`src/rtl/squeeze_output_unloader.sv`:
```
// Purpose : drains one captured rate block as W-bit words (lane 0 first) onto a
//           valid/ready stream and hands the buffer back to the permute FSM.
// Latency : write in cycle t -> first word valid in t+1; one word per cycle;
//           one idle cycle between consecutive blocks.
// Backpressure: dout_ready low holds dout/dout_last stable; writes that arrive
//           while a block is still draining are dropped and flagged.
//
// Ports:
//   clk, rst                      clock, asynchronous active-high reset
//   rate_data, block_words        block to capture and its word count (0 => MAX_WORDS)
//   output_buffer_we              capture strobe
//   last_output_block_wr          block is the message's final output block
//   output_buffer_available_clr   clears output_buffer_available
//   output_buffer_available       buffer empty, next block may be written
//   dout, dout_valid, dout_ready  output word stream
//   dout_last                     final word of the message
//   overrun_err                   sticky: write seen while still draining
module squeeze_output_unloader #(
  parameter  int W          = 64,
  parameter  int MAX_WORDS  = 21,
  localparam int RATE_WIDTH = W * MAX_WORDS,
  localparam int CW         = $clog2(MAX_WORDS + 1)
) (
  input  logic                  clk,
  input  logic                  rst,
  input  logic [RATE_WIDTH-1:0] rate_data,
  input  logic [CW-1:0]         block_words,
  input  logic                  output_buffer_we,
  input  logic                  last_output_block_wr,
  input  logic                  output_buffer_available_clr,
  output logic                  output_buffer_available,
  output logic [W-1:0]          dout,
  output logic                  dout_valid,
  input  logic                  dout_ready,
  output logic                  dout_last,
  output logic                  overrun_err
);

  typedef enum logic {EMPTY, SEND} state_t;

  state_t                state_q, state_d;
  logic [RATE_WIDTH-1:0] shreg_q, shreg_d;
  logic [CW-1:0]         cnt_q, cnt_d;
  logic                  last_q, last_d;
  logic                  avail_q, avail_d;
  logic                  ovr_q, ovr_d;
  logic [CW-1:0]         words_clamped;

  // A zero or out-of-range count means "full block at the largest rate".
  assign words_clamped = (block_words == '0 || block_words > CW'(MAX_WORDS))
                         ? CW'(MAX_WORDS) : block_words;

  always_ff @(posedge clk or posedge rst) begin
    if (rst) begin
      state_q <= EMPTY;
      shreg_q <= '0;
      cnt_q   <= '0;
      last_q  <= 1'b0;
      avail_q <= 1'b1;
      ovr_q   <= 1'b0;
    end else begin
      state_q <= state_d;
      shreg_q <= shreg_d;
      cnt_q   <= cnt_d;
      last_q  <= last_d;
      avail_q <= avail_d;
      ovr_q   <= ovr_d;
    end
  end

  always_comb begin
    state_d = state_q;
    shreg_d = shreg_q;
    cnt_d   = cnt_q;
    last_d  = last_q;
    avail_d = avail_q;
    ovr_d   = ovr_q;

    unique case (state_q)
      EMPTY: begin
        if (output_buffer_we) begin
          shreg_d = rate_data;
          cnt_d   = words_clamped;
          last_d  = last_output_block_wr;
          state_d = SEND;
        end
      end
      SEND: begin
        // Block still draining: the write is dropped, only the flag records it.
        if (output_buffer_we) ovr_d = 1'b1;
        if (dout_ready) begin
          shreg_d = shreg_q >> W;
          cnt_d   = cnt_q - CW'(1);
          if (cnt_q == CW'(1)) begin
            state_d = EMPTY;
            avail_d = 1'b1;
            last_d  = 1'b0;
          end
        end
      end
      default: state_d = EMPTY;
    endcase

    // Clear has priority over the final-word set in the same cycle.
    if (output_buffer_available_clr) avail_d = 1'b0;
  end

  assign output_buffer_available = avail_q;
  assign dout_valid              = (state_q == SEND);
  assign dout                    = shreg_q[W-1:0];
  assign dout_last               = dout_valid && last_q && (cnt_q == CW'(1));
  assign overrun_err             = ovr_q;

endmodule

```
`config.mk`:
```
export PLATFORM = sky130hd
export DESIGN_NAME = squeeze_output_unloader
export DESIGN_NICKNAME = d
export VERILOG_FILES = /design/src/rtl/squeeze_output_unloader.sv
export SDC_FILE = /design/constraint.sdc
export NUM_CORES = 2
export LEC_CHECK = 0
export ABC_AREA = 1
export CORE_AREA = 2 2 561 563
export CTS_CLUSTER_SIZE = 40
export DETAILED_ROUTE_END_ITERATION = 12
export DIE_AREA = 0 0 563 565
export PLACE_DENSITY = 0.49
export SYNTH_ARGS = -nofsm -noshare
export SYNTH_HDL_FRONTEND = slang
export SYNTH_SLANG_ARGS = --single-unit
```
`constraint.sdc`:
```
create_clock -name clk -period 77 [get_ports clk]
set_input_delay 15.4 -clock clk [delete_from_list [all_inputs] [get_ports clk]]
set_output_delay 15.4 -clock clk [all_outputs]
set_load 0.01 [all_outputs]
```
==> reports/metrics.cfg <==
[hold_path]
hold_end=overrun_err
hp-class=register to register
hold_path_depth=1
min_from=overrun_err

[clock_tree]
clock-sinks=1353
cts_tree=done
insertion_delay_ps=840
cts-root-buf=clkbuf_16
cts_buffers=167
cts_max_level=4
cts_resized=0
cts_setup_buffers=0
clk_pin_slew_ps=60
cts.path.max_buffers=4
hold_buffers=0

[layout]
drive_gt1_share_pct=4.03
final_nets=9635
multi_input_area_sq_um=23300
seq_area_sq_um=33900
nFillCells=34000
syn_to_final_growth_pct=37.8

[die]
ios=1423
die_w_um=563
start_util_pct=19.3
dieArea_sq_um=318000
coreArea_sq_um=311000
die_h_um=565
fp-row-count=205

[power]
p_leak_uw=0.0343
ir_drop_v=0.0000179
powerDensity_nw_per_um2=36.3

[place]
hpwl_um=223000
port_buffers=1422
gp_congestion=0.881

[yosys]
synth_cells=7260
synth_edf_count=0
async_flop_share_pct=100
post_synth_most_frequent_cells=nand2_1 (2581), dfrtp_1 (1352), nor2_1 (1292)
yosys.area.top_type=dfrtp_1
ys_ff_latch=1353
ys.flop_type=dfrtp_1
yosysWarnings=0
synth_top_area_share_pct=56.2
ys_seq_area_share_pct=56.2
netlist_area_sq_um=60200
syn-num-nets=8617
yosysUniqueCellTypes=24
ys_top_cells_by_area=dfrtp_1 (56%), nand2_1 (16%), a31oi_1 (13%)
synth_most_common_cell=nand2_1
avgSynthCellArea_sq_um=8.29

[timing]
rsz0062_at_grt=no
max-slew-margin-rel_pct=22.6
drv_slew=0
fin_tns_setup_ps=0
max_freq_ghz=0.0422
skew_ps=47.0
period_needed_ps=23710
period_share_pct=30.8
hold_viol=0
whs_ps=482
finalSetupViolations=0
tightest_slew_ps=1160

[routing]
routed_wirelength_um=292000
drt_pass1_iterations=6
vias_per_cell=4.44
vias=56000
ant_nets=0
routedWlPerCell_um=23.1
route.detailed.drc=0
drt_iter0_drc=4639

[worst_setup_path]
crit_type=input port to register
slowest_stage=buf_4
max_stage_delay_ps=890
r2r_end=shreg_q[307]
crit_fanout=162
reg2reg_setup_slack_ps=67140
rr_startpoint=dout_valid
end_kind=register
startpoint_type=input port
cp_cell_sequence=clkdlybuf4s50_1 -> inv_1 -> nor2_4 -> buf_4 -> nor2_4 -> inv_8 -> buf_4 -> buf_4 -> buf_4 -> buf_4 -> buf_4 -> buf_4 -> buf_4 -> buf_4 -> nor2_1 -> a31oi_1
worstPathRequired_ps=77720
worstPathArrival_ps=24430
rr_worst_depth=15
crit_path_frequent_cell=buf_4

[grt]
grt_usage_pct=17.5
grt_pass1_vias=55600
overflow=0
met3_usage_pct=3.88
grt_max_degree=210
globalRouteMet1Util_pct=21.0
grt_antenna_before_repair=148
grt_pass1_wl_um=406000
grt-busiest-layer=met2
use_met2_pct=29.8

[flow_run]
cap_violations=0

[outcome]
status=completed

-- worst max-delay path, delay by kind of cell --
family | cells | cell delay (ps)
AND/OR/NAND/NOR | 3 | 270
AO/OA/AOI/OAI | 1 | 190
buffers and inverters | 12 | 8110
-- layout make-up --
class / instances / share of cell area, %
multi-input cells: 5245 / 28.1
flip-flops and latches: 1353 / 40.8
well taps: 4140 / 6.24
diodes: 81 / 0.244
clock buffers: 247 / 5.91
clock inverters: 48 / 0.682
repair buffers: 1496 / 17.9
inverters: 15 / 0.0950
-- worst max-delay path by stage --
stage,startpoint,endpoint,slack [ps],cells past startpoint
2_1_floorplan,rst,cnt_q[0],23460,1
3_3_place_gp,output_buffer_we,shreg_q[243],52640,16
3_5_place_dp,output_buffer_we,shreg_q[174],52590,15
4_1_cts,output_buffer_we,shreg_q[174],53500,15
5_1_grt,output_buffer_we,shreg_q[308],52510,16
6_report,output_buffer_we,shreg_q[307],53290,16
-- routing by layer --
metal | part of all wire [%] | vias up
met5 | 0.15 | -
met4 | 4.6 | 64
met3 | 6.3 | 476
met2 | 49 | 1892
met1 | 40 | 27300
li1 | - | 26300
-- metrics by stage --
step	cell area [sq um]	utilization (%)	setup slack, ps	std cells	power [uW]
6_report	83000	26.6	53290	12600	3010
5_1_grt	82900	26.6	52510	12600	3220
4_1_cts	82800	26.6	53500	12500	3060
3_5_place_dp	77300	24.8	52590	12200	2250
3_3_place_gp	77300	24.8	52640	12200	2230
2_1_floorplan	60200	-	23460	7260	1810
-- layout by cell type (no fill, tap or decap), types with 36 or more instances in the layout --
master,synthesis,routed
a22o_1,64,64
clkbuf_16,0,170
diode_2,0,81
clkbuf_1,311,41
clkdlybuf4s50_1,0,1422
nor2_1,1292,1292
nand2_1,2581,2581
clkbuf_8,0,36
a31oi_1,1280,1280
buf_4,72,66
dfrtp_1,1352,1351
-- sequential cells by signal, summed over array words and instances, names as in the netlist --
name / count
shreg_q: 1344
dout_valid: 1
cnt_q: 5
overrun_err: 1
output_buffer_available: 1
last_q: 1
-- kinds of logic after synthesis --
kind of cell             share of synthesized area [%]
buffers and inverters                             5.09
AO/OA/AOI/OAI                                     14.3
flip-flops                                        56.2
AND/OR/NAND/NOR                                   24.3
adder cells (fa/ha/maj)                         0.0416
-- power breakdown --
group	internal (uW)	total, uW	switching [uW]
clock	466	799	333
combinational	363	959	596
sequential	1040	1250	218
total	1860	3010	1150
No activity file was read; power rests on OpenSTA's default activity.
